File: src/rtl/dma_copy.sv
// dma_copy: byte-serial memory-to-memory copy engine on a shared synchronous bus.
// Define DMA_FILL_EN to add fill mode (cmd_fill input, FILL state writing a constant byte).
module dma_copy (
    input  logic        clk,
    input  logic        reset_n,
    input  logic        cmd_valid,
    output logic        cmd_ready,
    input  logic [15:0] cmd_src,
    input  logic [15:0] cmd_dst,
    input  logic [15:0] cmd_len,
`ifdef DMA_FILL_EN
    input  logic        cmd_fill,
`endif
    output logic        busy,
    output logic        done,
    output logic        bus_req,
    input  logic        bus_gnt,
    output logic [15:0] bus_addr,
    output logic [7:0]  bus_wdata,
    input  logic [7:0]  bus_rdata,
    output logic        bus_we
);

    typedef enum logic [2:0] {
        IDLE,
        READ,
        LATCH,
        WRITE,
        FINISH
`ifdef DMA_FILL_EN
        , FILL
`endif
    } state_t;

    state_t      state_q, state_d;
    logic [15:0] src_q, dst_q, len_q;
    logic [7:0]  data_q;
    logic [15:0] addr_q;
    logic [7:0]  wdata_q;
    logic        step;
    logic        step_src;
    logic        last_byte;

    assign last_byte = (len_q == 16'd1);

    // Address and write data are combinational in granted cycles so the memory sees them in
    // the same cycle; otherwise they replay the registered copy of the last bus cycle.
    always_comb begin
        // NOTE: every signal driven here gets a default first, so no path through the case infers a latch.
        state_d   = state_q;
        cmd_ready = 1'b0;
        busy      = 1'b1;
        done      = 1'b0;
        bus_req   = 1'b0;
        bus_we    = 1'b0;
        bus_addr  = addr_q;
        bus_wdata = wdata_q;
        step      = 1'b0;
        step_src  = 1'b0;
        unique case (state_q)
            IDLE: begin
                cmd_ready = 1'b1;
                busy      = 1'b0;
                if (cmd_valid) begin
                    if (cmd_len == 16'd0)
                        state_d = FINISH;
`ifdef DMA_FILL_EN
                    else if (cmd_fill)
                        state_d = FILL;
`endif
                    else
                        state_d = READ;
                end
            end
            READ: begin
                bus_req = 1'b1;
                if (bus_gnt) begin
                    bus_addr = src_q;
                    state_d  = LATCH;
                end
            end
            LATCH: begin
                bus_req = 1'b1;
                state_d = WRITE;
            end
            WRITE: begin
                bus_req = 1'b1;
                if (bus_gnt) begin
                    bus_addr  = dst_q;
                    bus_wdata = data_q;
                    bus_we    = 1'b1;
                    step      = 1'b1;
                    step_src  = 1'b1;
                    state_d   = last_byte ? FINISH : READ;
                end
            end
`ifdef DMA_FILL_EN
            FILL: begin
                // Fill byte lives in src_q[7:0]; src_q is never stepped in this mode.
                bus_req = 1'b1;
                if (bus_gnt) begin
                    bus_addr  = dst_q;
                    bus_wdata = src_q[7:0];
                    bus_we    = 1'b1;
                    step      = 1'b1;
                    state_d   = last_byte ? FINISH : FILL;
                end
            end
`endif
            FINISH: begin
                done    = 1'b1;
                state_d = IDLE;
            end
            default: state_d = IDLE;
        endcase
    end

    // NOTE: sequential state uses non-blocking assignments so every register samples pre-edge values.
    always_ff @(posedge clk or negedge reset_n) begin
        if (!reset_n) begin
            state_q <= IDLE;
            src_q   <= 16'h0000;
            dst_q   <= 16'h0000;
            len_q   <= 16'h0000;
            data_q  <= 8'h00;
            addr_q  <= 16'h0000;
            wdata_q <= 8'h00;
        end else begin
            state_q <= state_d;
            addr_q  <= bus_addr;
            wdata_q <= bus_wdata;
            if (cmd_ready && cmd_valid) begin
                src_q <= cmd_src;
                dst_q <= cmd_dst;
                len_q <= cmd_len;
            end else if (step) begin
                dst_q <= dst_q + 16'd1;
                len_q <= len_q - 16'd1;
                if (step_src)
                    src_q <= src_q + 16'd1;
            end
            if (state_q == LATCH)
                data_q <= bus_rdata;
        end
    end

endmodule

File: config.mk
export PLATFORM = sky130hd
export DESIGN_NAME = dma_copy
export DESIGN_NICKNAME = d
export VERILOG_FILES = /design/src/rtl/dma_copy.sv
export SDC_FILE = /design/constraint.sdc
export NUM_CORES = 1
export LEC_CHECK = 0
export BUFFER_PORTS_ARGS = -buffer_cell sky130_fd_sc_hd__clkbuf_2
export CORE_MARGIN = 2
export CORE_UTILIZATION = 44
export DETAILED_ROUTE_END_ITERATION = 10
export PLACE_DENSITY = 0.66
export SLEW_MARGIN = 5
export SYNTH_ARGS = -nofsm -noshare
export SYNTH_HDL_FRONTEND = slang
export SYNTH_SLANG_ARGS = --single-unit
export TNS_END_PERCENT = 1
File: constraint.sdc
create_clock -name clk -period 2.7 [get_ports clk]
set_input_delay 0.27 -clock clk [delete_from_list [all_inputs] [get_ports clk]]
set_output_delay 0.27 -clock clk [all_outputs]
set_load 0.03 [all_outputs]
==> results.sh <==
export IMPL_synth_async_reset_ratio_pct=100.0
export IMPL_cts_tree="done"
export IMPL_grt_use_total_pct=22.94
export IMPL_rsz0062_at_grt="no"
export IMPL_p_per_area_mw_per_mm2=1201
export IMPL_hold_start="cmd_src[10]"
export IMPL_hold_depth=3
export IMPL_synth_area_mm2=0.004330
export IMPL_cts_clk_slew_worst_paths_ns=0.08
export IMPL_final_layout_size_suffix_gt1_share_pct=24.73
export IMPL_cts_buffers=9
export IMPL_die_y_um=103.2
export IMPL_min_period_ns=2.453
export IMPL_pin_count=89
export IMPL_final_common_cell="nand2_1"
export IMPL_yosysSeqAreaShare_pct=47.96
export IMPL_wl_um=11690
export IMPL_cts_htree_levels=3
export IMPL_r2r_setup_slack_ns=0.39
export IMPL_rows=36
export IMPL_grt_max_degree=45
export IMPL_r2r_end="len_q[15]$_DFFE_PN0P_"
export IMPL_syn_area_per_cell_um2=9.333
export IMPL_crit_type="flip-flop to primary output"
export IMPL_clock_sinks=83
export IMPL_hp_class="primary input to flip-flop"
export IMPL_grt_antenna_before_repair=0
export IMPL_cts_buffer_depth=2
export IMPL_outcome="complete, no violations"
export IMPL_synth_cells=464
export IMPL_grt_pass1_vias=3690
export IMPL_io_buffer_count=88
export IMPL_firstDrtPassIters=5
export IMPL_place_congestion=0.8858
export IMPL_vias=3907
export IMPL_syn_num_nets=528
export IMPL_drv_cap=0
export IMPL_ir_worst_vdd_mv=0.5503
export IMPL_num_fill_cells=928
export IMPL_die_area_mm2=0.01065
export IMPL_clock_latency_ns=0.36
export IMPL_grt_pass1_wl_um=18720
export IMPL_layout_common_cells="nand2_1 (104), clkbuf_2 (87), dfrtp_1 (83)"
export IMPL_r2r_start="state_q[0]$_DFFE_PN0P_"
export IMPL_ys_types=58
export IMPL_slew_headroom_pct=51.65
export IMPL_cp_max_fo=27
export IMPL_synth_edff_count=0
export IMPL_dieWidth_um=103.2
export IMPL_slew_violations=0
export IMPL_hpwlAfterDp_um=8430
export IMPL_whs_endpoint="src_q[10]$_DFFE_PN0P_"
export IMPL_hold_viol_final=0
export IMPL_synth_ff_type="dfrtp_1"
export IMPL_period_share_pct=90.84
export IMPL_ys_ff_latch=83
export IMPL_rr_worst_depth=4
export IMPL_n_antenna_cell=0
export IMPL_routed_via_density=5.720
export IMPL_area_delta_synth_final_pct=19.01
export IMPL_worstPathArrival_ns=2.18
export IMPL_yosysWarnings=0
export IMPL_worstMarginPinSlew_ns=0.7252
export IMPL_finClkSkew_ns=0.01301
export IMPL_drcViolationCount=0
export IMPL_start_kind="flip-flop"
export IMPL_post_cts_buffers=0
export IMPL_final_nets=609
export IMPL_setup_violations=0
export IMPL_setup_tns_ns=0
export IMPL_start_util_pct=44.72
export IMPL_drt_iter0_markers=262
export IMPL_post_drt_wl_per_cell_um=17.11
export IMPL_whs_ns=0.1096
export IMPL_cts_root_buf="clkbuf_8"
export IMPL_overflow=0
export IMPL_worstSetupEndpointType="primary output"
export IMPL_drtAntennaViolNets=0
export IMPL_worstPathRequired_ns=2.43
export IMPL_fmaxAchievable_mhz=407.7
export IMPL_core_mm2=0.009684
export IMPL_leakage_nw=2.241
## timing repair
| item | in CTS | in global routing |
|---|---|---|
| endpoints found under the hold margin | 39 | 0 |
| hold buffers | 1 | 0 |
| resized for setup | 0 | 1 |
| setup endpoints to repair | 0 | 1 |
## power breakdown
| group | switching (W) | leakage [nW] | total, W | internal [W] |
|---|---|---|---|---|
| combinational | 0.00168 | 1.10 | 0.00264 | 0.000960 |
| sequential | 0.000639 | 1.03 | 0.00247 | 0.00183 |
| clock | 0.000469 | 0.113 | 0.00109 | 0.000616 |
## cell usage after synthesis, drive strengths merged, types with 4 or more instances
cell      n  area, µm²
inv      11      41.29
dfrtp    83       2077
xnor2     4      35.03
ha        4      50.05
a21oi     7      35.03
xor2      7      61.31
nor2     17      63.81
or2       5      31.29
a22oi    13      97.59
mux2i     4      40.04
o311ai   17      148.9
nand4    13      81.33
clkbuf   10      37.54
nand3    24      120.1
and2      5      31.28
or3       4      30.03
mux2      8      90.09
buf      18      90.09
nand2   104      390.4
o21ai    26      130.1
nor3      8      45.04
nor4     13      102.6
o211ai   24      185.2
## area by class of cell
cell class              instances  area (µm²)  share of cell area (%)
clock inverters                 6       113.9                   2.209
repair buffers                 98       533.0                   10.34
inverters                      11       41.29                  0.8012
well taps                     133       166.4                   3.229
clock buffers                  10       127.6                   2.476
multi-input cells             342        2095                   40.64
flip-flops and latches         83        2077                   40.30
## sequential cells by signal (all words and copies together), names as in the netlist
register / cells
addr_q: 16
data_q: 8
dst_q: 16
len_q: 16
src_q: 16
state_q: 3
wdata_q: 8
## logic make-up after synthesis
| kind of cell | synth area share, % |
|---|---|
| buffers and inverters | 3.901 |
| AND/OR/NAND/NOR | 24.30 |
| AO/OA/AOI/OAI | 17.45 |
| flip-flops | 47.96 |
| XOR/XNOR | 2.225 |
| multiplexers | 3.005 |
| adder cells (fa/ha/maj) | 1.156 |
## metal layers
| metal | up-vias | GRT usage [%] | share of wire (%) | wire [µm] |
|---|---|---|---|---|
| li1 | 1872 | - | - | - |
| met1 | 1872 | 31.56 | 45 | 5214 |
| met2 | 144 | 35.66 | 47 | 5464 |
| met3 | 19 | 5.175 | 6.6 | 772 |
| met4 | 0 | 8.401 | 2.0 | 236 |
| met5 | - | 0 | 0 | 0 |
## critical path, stage by stage (launching register included)
cell and delay [ns]:
dfrtp_1 0.60, nand2_1 0.13, or2_2 0.49, o21ai_0 0.33, clkbuf_2 0.26
## worst max path at each step
stage                                 startpoint                     to  slack [ns]
after floorplan           state_q[0]$_DFFE_PN0P_           bus_addr[10]        0.48
after global placement    state_q[0]$_DFFE_PN0P_   dst_q[5]$_DFFE_PN0P_        0.54
after detailed placement  state_q[0]$_DFFE_PN0P_  len_q[15]$_DFFE_PN0P_        0.47
after CTS                 state_q[1]$_DFFE_PN0P_            bus_addr[4]        0.20
after global routing      state_q[0]$_DFFE_PN0P_            bus_addr[0]        0.02
final                     state_q[0]$_DFFE_PN0P_            bus_addr[5]        0.25
## through the flow
| stage | instance area, µm² | util, % | setup slack (ns) | std cells | power (W) |
|---|---|---|---|---|---|
| 6_report | 5154 | 53.22 | 0.2472 | 683 | 0.006191 |
| 5_1_grt | 5154 | 53.22 | 0.02057 | 683 | 0.006657 |
| 4_1_cts | 5152 | 53.20 | 0.1990 | 683 | 0.006188 |
| 3_5_place_dp | 4901 | 50.61 | 0.4735 | 666 | 0.005104 |
| 3_3_place_gp | 4901 | 50.61 | 0.5427 | 666 | 0.005009 |
| 2_1_floorplan | 4330 | - | 0.4790 | 464 | 0.004260 |
Power figures use the tool's default switching activity.
